`src/rtl/controller_pkg.sv`:
```
// Shared types and constants for the standby-mode I2C bus monitor.
//   i2c_mon_state_e : bus monitor FSM state encoding
//   I2cByteBits     : data bits per I2C byte (ACK bit excluded)
package controller_pkg;

  localparam int unsigned I2cByteBits = 8;

  typedef enum logic [2:0] {
    ST_IDLE,
    ST_ADDR,
    ST_ADDR_ACK,
    ST_DATA,
    ST_DATA_ACK,
    ST_SKIP
  } i2c_mon_state_e;

endpackage

```
`src/rtl/i2c_line_filter.sv`:
```
// Per-line glitch filter for a synchronized I2C line.
// The filtered level only follows the input after FilterCycles consecutive
// samples that differ from the current filtered level.
// Ports:
//   clk_i   : system clock
//   rst_ni  : asynchronous active-low reset (filtered level resets to 1)
//   line_i  : synchronized raw line level
//   line_o  : filtered line level
module i2c_line_filter #(
  parameter int unsigned FilterCycles = 2
) (
  input  logic clk_i,
  input  logic rst_ni,
  input  logic line_i,
  output logic line_o
);

  logic [3:0] cnt_q;

  always_ff @(posedge clk_i or negedge rst_ni) begin
    if (!rst_ni) begin
      cnt_q  <= '0;
      line_o <= 1'b1;
    end else if (line_i == line_o) begin
      cnt_q <= '0;
    end else if (cnt_q == 4'(FilterCycles - 1)) begin
      cnt_q  <= '0;
      line_o <= line_i;
    end else begin
      cnt_q <= cnt_q + 4'd1;
    end
  end

endmodule

```
`src/rtl/i2c_standby_bus_monitor.sv`:
```
// Passive I2C bus observer for the standby-mode I2C target. Never drives
// the bus; reports START / repeated START / STOP, the first byte after each
// START/Sr, bus busy level, and host NACK on read data.
// Optional feature: define I2C_BUS_MON_FILTER_EN to insert a per-line
// glitch filter (FilterCycles samples) ahead of the sample registers.
// Ports:
//   clk_i, rst_ni    : clock, asynchronous active-low reset
//   enable_i         : monitor enable
//   scl_i, sda_i     : synchronized bus levels
//   bus_start_o      : pulse, START while bus idle
//   bus_rstart_o     : pulse, START while bus busy
//   bus_stop_o       : pulse, STOP
//   bus_busy_o       : level, START..STOP
//   bus_addr_o       : {addr[6:0], RnW} of the latest address byte
//   bus_addr_valid_o : pulse when bus_addr_o updates
//   tx_host_nack_o   : pulse, host NACKed a read data byte
module i2c_standby_bus_monitor
  import controller_pkg::*;
#(
  parameter int unsigned FilterCycles = 2
) (
  input  logic       clk_i,
  input  logic       rst_ni,
  input  logic       enable_i,
  input  logic       scl_i,
  input  logic       sda_i,
  output logic       bus_start_o,
  output logic       bus_rstart_o,
  output logic       bus_stop_o,
  output logic       bus_busy_o,
  output logic [7:0] bus_addr_o,
  output logic       bus_addr_valid_o,
  output logic       tx_host_nack_o
);

  if (FilterCycles < 1 || FilterCycles > 15) begin : g_bad_filter_cfg
    $error("FilterCycles must be within 1..15");
  end

  logic scl_lvl, sda_lvl;

`ifdef I2C_BUS_MON_FILTER_EN
  i2c_line_filter #(.FilterCycles(FilterCycles)) u_scl_filter (
    .clk_i  (clk_i),
    .rst_ni (rst_ni),
    .line_i (scl_i),
    .line_o (scl_lvl)
  );
  i2c_line_filter #(.FilterCycles(FilterCycles)) u_sda_filter (
    .clk_i  (clk_i),
    .rst_ni (rst_ni),
    .line_i (sda_i),
    .line_o (sda_lvl)
  );
`else
  assign scl_lvl = scl_i;
  assign sda_lvl = sda_i;
`endif

  logic           scl_q, sda_q, scl_prev, sda_prev;
  i2c_mon_state_e state_q, state_d;
  logic [3:0]     bit_cnt_q, bit_cnt_d, bit_inc;
  logic [7:0]     shift_q, shift_d, addr_d;
  logic           rnw_q, rnw_d, busy_d;
  logic           start_d, rstart_d, stop_d, valid_d, nack_d;
  logic           start_det, stop_det, scl_rise;

  // Bus conditions require SCL high in both samples, so a simultaneous
  // SCL/SDA change is treated as an ordinary data change.
  assign start_det = scl_prev & scl_q &  sda_prev & ~sda_q;
  assign stop_det  = scl_prev & scl_q & ~sda_prev &  sda_q;
  assign scl_rise  = ~scl_prev & scl_q;
  assign bit_inc   = (bit_cnt_q == 4'(I2cByteBits)) ? bit_cnt_q : bit_cnt_q + 4'd1;

  always_ff @(posedge clk_i or negedge rst_ni) begin
    if (!rst_ni) begin
      scl_q            <= 1'b1;
      sda_q            <= 1'b1;
      scl_prev         <= 1'b1;
      sda_prev         <= 1'b1;
      state_q          <= ST_IDLE;
      bit_cnt_q        <= '0;
      shift_q          <= '0;
      rnw_q            <= 1'b0;
      bus_busy_o       <= 1'b0;
      bus_addr_o       <= '0;
      bus_start_o      <= 1'b0;
      bus_rstart_o     <= 1'b0;
      bus_stop_o       <= 1'b0;
      bus_addr_valid_o <= 1'b0;
      tx_host_nack_o   <= 1'b0;
    end else begin
      scl_q            <= scl_lvl;
      sda_q            <= sda_lvl;
      scl_prev         <= scl_q;
      sda_prev         <= sda_q;
      state_q          <= state_d;
      bit_cnt_q        <= bit_cnt_d;
      shift_q          <= shift_d;
      rnw_q            <= rnw_d;
      bus_busy_o       <= busy_d;
      bus_addr_o       <= addr_d;
      bus_start_o      <= start_d;
      bus_rstart_o     <= rstart_d;
      bus_stop_o       <= stop_d;
      bus_addr_valid_o <= valid_d;
      tx_host_nack_o   <= nack_d;
    end
  end

  always_comb begin
    state_d   = state_q;
    bit_cnt_d = bit_cnt_q;
    shift_d   = shift_q;
    rnw_d     = rnw_q;
    busy_d    = bus_busy_o;
    addr_d    = bus_addr_o;
    start_d   = 1'b0;
    rstart_d  = 1'b0;
    stop_d    = 1'b0;
    valid_d   = 1'b0;
    nack_d    = 1'b0;

    if (!enable_i) begin
      state_d   = ST_IDLE;
      bit_cnt_d = '0;
      busy_d    = 1'b0;
    end else if (start_det) begin
      start_d   = ~bus_busy_o;
      rstart_d  = bus_busy_o;
      busy_d    = 1'b1;
      state_d   = ST_ADDR;
      bit_cnt_d = '0;
    end else if (stop_det) begin
      stop_d    = 1'b1;
      busy_d    = 1'b0;
      state_d   = ST_IDLE;
      bit_cnt_d = '0;
    end else if (scl_rise) begin
      unique case (state_q)
        ST_ADDR: begin
          shift_d = {shift_q[6:0], sda_q};
          if (bit_inc == 4'(I2cByteBits)) begin
            addr_d    = shift_d;
            valid_d   = 1'b1;
            rnw_d     = sda_q;
            bit_cnt_d = '0;
            state_d   = ST_ADDR_ACK;
          end else begin
            bit_cnt_d = bit_inc;
          end
        end
        ST_ADDR_ACK: state_d = sda_q ? ST_SKIP : ST_DATA;
        ST_DATA: begin
          if (bit_inc == 4'(I2cByteBits)) begin
            bit_cnt_d = '0;
            state_d   = ST_DATA_ACK;
          end else begin
            bit_cnt_d = bit_inc;
          end
        end
        ST_DATA_ACK: begin
          if (rnw_q && sda_q) begin
            nack_d  = 1'b1;
            state_d = ST_SKIP;
          end else begin
            state_d = ST_DATA;
          end
        end
        default: ; // IDLE and SKIP ignore SCL activity
      endcase
    end
  end

endmodule

```
`config.mk`:
```
export PLATFORM = sky130hd
export DESIGN_NAME = i2c_standby_bus_monitor
export DESIGN_NICKNAME = d
export VERILOG_FILES = /design/src/rtl/controller_pkg.sv /design/src/rtl/i2c_line_filter.sv /design/src/rtl/i2c_standby_bus_monitor.sv
export SDC_FILE = /design/constraint.sdc
export NUM_CORES = 1
export LEC_CHECK = 0
export ABC_AREA = 1
export BUFFER_PORTS_ARGS = -buffer_cell sky130_fd_sc_hd__buf_2
export CAP_MARGIN = 20
export CORE_MARGIN = 3
export CORE_UTILIZATION = 56
export DETAILED_ROUTE_END_ITERATION = 16
export GPL_TIMING_DRIVEN = 0
export PLACE_DENSITY = 0.75
export RECOVER_POWER = 100
export SYNTH_ARGS = -nofsm -noshare
export SYNTH_HDL_FRONTEND = slang
export SYNTH_SLANG_ARGS = --single-unit
```
`constraint.sdc`:
```
create_clock -name clk_i -period 1.8 [get_ports clk_i]
set_clock_uncertainty 0.1 [all_clocks]
set_input_delay 0.27 -clock clk_i [delete_from_list [all_inputs] [get_ports clk_i]]
set_output_delay 0.27 -clock clk_i [all_outputs]
set_load 0.02 [all_outputs]
```
==> flow_summary.toml <==
[min_path]
min_path_cells = 3
holdCritPathClass = "in2reg"
min_delay_worst_endpoint = "bus_stop_o$_DFF_PN0_"
hold_start = "enable_i"

[synthesis]
synth_area_leaders = "dfrtp_1 (48%), nand2_1 (9.7%), dfstp_2 (7.1%), o21ai_0 (5.8%), inv_1 (5.1%)"
synth_top_family_by_area = "simple AND/OR/NAND/NOR gates"
yosysTopAreaCell = "dfrtp_1"
synth_mux_area_share_pct = 0
netlist_instances = 158
synth_top_area_share_pct = 47.58
netlist_area_um2 = 1473
yosys.area_share.simple_pct = 27.19
ys_ff_latch = 32
synth-warning-count = 0
synthAdderAreaFrac_pct = 1.699
synth_cell_types = 21
synth_nets = 165
synth_compound_area_share_pct = 8.751
avgSynthCellArea_um2 = 9.321
synth_xor_area_share_pct = 0
ys_seq_area_share_pct = 54.72

[pwr]
power_mw = 1.646
share_seq_of_total_power_pct = 51.9
p_sw_uw = 465.8
comb_power_share_pct = 15.7
power.internal_mw = 1.180
peakVddDrop_mv = 0.8384
power_per_cell_area_nw_per_um2 = 913.0
switching_share_pct = 28.30
clkPwrFrac_pct = 32.4
total_leakage_power_nw = 0.9385

[sta]
slew_headroom_pct = 49.71
slew_viol_final = 0
fin_crit_ps = 1769
tns_ps = 0
rsz0062_at_grt = "true"
holdWs_ps = 115.7
hold_viol = 0
finalCritPeriodShare_pct = 98.28
max_slew.worst_pin.slew_ps = 754.4
fmax_ghz = 0.5653
setup_viol = 0

[floorplanning]
placementRows = 17
dieHeight_um = 57.28
dieArea_um2 = 3281
ioPinCount = 19
fp.dieW_um = 57.28
core_um2 = 2361
start_util_pct = 62.37

[finish]
antennaDiodeCount = 0
nets = 201
fin_cells = 223
layout_common_cells = "nand2_1 (38), dfrtp_1 (28), inv_1 (18), o21ai_0 (17), clkbuf_1 (16)"
stdcell_area_um2 = 1803
syn2layout_area_growth_pct = 22.43
final_common_cell = "nand2_1"
drive_above_1_share_pct = 26.67

[worst_setup_path]
worstReg2RegEnd = "bus_addr_o[1]$_DFFE_PN0P_"
critPathRequiredTime_ps = 1970
endpoint_kind = "flop"
cp_max_fo = 5
r2r_slack_ps = 30
worstReg2RegStart = "bit_cnt_q[1]$_DFFE_PN0P_"
crit_type = "reg2reg"
cp.arrival_ps = 1940
critPathLaunchType = "flop"
reg2reg_depth = 11

[clocking]
clk_path_buf_depth = 2
cts_sinks = 32
numCtsBuffers = 5
path_clk_slew_ps = 90
tritoncts = "built"
cts_max_level = 2
worstSkewPairLatency_ps = 340
cts_root_buffer = "clkbuf_4"

[placed_design]
gp_congestion = 0.7970
dp_cells = 204
place_area_um2 = 1598
port_buffers = 18
dpl.hpwl_mm = 1.762

[run_status]
status = "completed"

[route]
routed_via_density = 5.072
first_pass_iters = 4
num_vias = 1131
routedWlPerCell_um = 12.22
drt_iter0_markers = 77
ant_nets = 0
routed_wl_mm = 2.726
drc = 0

[job]
max_cap_viol_count = 0

[grt]
grtUsageTotal_pct = 18.15
grt_pass1_wl_mm = 4.560
grt_pass1_vias = 1079
grt_max_degree = 33
grt.overflow.total = 0
antenna_found_initial = 0
-- worst max-delay path: stages, from the launching register on --
cell and delay (ps):
dfrtp_1 420, inv_2 90, ha_4 140, nand3_1 90, nand2_1 100, nand2_2 80, nor2_4 120, nand2_4 80
nor2_8 140, inv_4 60, clkbuf_16 150, o21ai_2 120
-- power by group through the flow --
stage / Combinational [mW] / Clock [mW] / Sequential [mW]
2_1_floorplan: 0.188 / 0 / 0.859
3_3_place_gp: 0.237 / 0 / 0.865
3_5_place_dp: 0.244 / 0 / 0.867
4_1_cts: 0.255 / 0.541 / 0.852
5_1_grt: 0.303 / 0.574 / 0.863
6_report: 0.259 / 0.533 / 0.855
-- how the worst max path moves through the flow --
stage | slack (ps) | endpoint | cells past startpoint | from
after global placement | 30 | bus_addr_o[4]$_DFFE_PN0P_ | 12 | bit_cnt_q[0]$_DFFE_PN0P_
after detailed placement | -10 | bus_addr_o[4]$_DFFE_PN0P_ | 12 | bit_cnt_q[0]$_DFFE_PN0P_
after floorplan | 140 | bus_addr_o[4]$_DFFE_PN0P_ | 12 | bit_cnt_q[0]$_DFFE_PN0P_
after global routing | -60 | bus_addr_o[1]$_DFFE_PN0P_ | 10 | bit_cnt_q[0]$_DFFE_PN0P_
final | 30 | bus_addr_o[1]$_DFFE_PN0P_ | 11 | bit_cnt_q[1]$_DFFE_PN0P_
after CTS | 10 | bus_addr_o[6]$_DFFE_PN0P_ | 12 | bit_cnt_q[1]$_DFFE_PN0P_
-- state kept, by name, indices dropped and copies added, names as in the netlist, 3 cells and up --
signal,count
state_q,3
shift_q,7
bit_cnt_q,4
bus_addr_o,8
-- metrics by stage --
step / util, % / setup WS (ps)
6_report: 76.36 / 30.95
5_1_grt: 76.36 / -62.66
4_1_cts: 72.81 / 11.59
3_5_place_dp: 67.67 / -11.42
3_3_place_gp: 67.67 / 27.47
2_1_floorplan: - / 137.7
-- what timing repair did --
item,4_1_cts,5_1_grt
buffers inserted,2,5
hold buffers,3,0
pin swaps,0,8
setup endpoints to repair,6,10
gates cloned,0,1
hold endpoints to repair,30,0
resized for setup,0,11
-- layer usage --
metal  wire [µm]  vias to the layer above  track usage (%)  part of all wire [%]
met5           0                        -                0                     0
met4          61                        0            8.278                   2.2
met3         165                        8            7.240                   6.1
met2        1279                       30            29.36                    47
met1        1220                      526            21.17                    45
li1            -                      567                -                     -
-- area by class of cell --
type	instances	area [µm²]
clock inverter	2	35.03
fill	184	558.0
multi-input combinational	99	579.3
tap	28	35.03
clock buffer	6	41.29
inverter	24	92.59
sequential	32	805.8
buffer	3	26.28
timing repair buffer	29	187.7
-- kinds of logic after synthesis --
| family | after synthesis |
|---|---|
| compound gates | 22 |
| fa+ha+maj | 2 |
| buf+inv | 27 |
| flops | 32 |
| simple gates | 75 |
-- Yosys cell counts, drive strengths merged --
library cell / number
nand2: 46
dfrtp: 28
inv: 24
o21ai: 22
nor2: 13
nand3: 10
dfstp: 4
nand4: 4
buf: 2
ha: 2
clkbuf: 1
nor3: 1
or2: 1
Note: power is estimated with default switching activity, not from simulation.
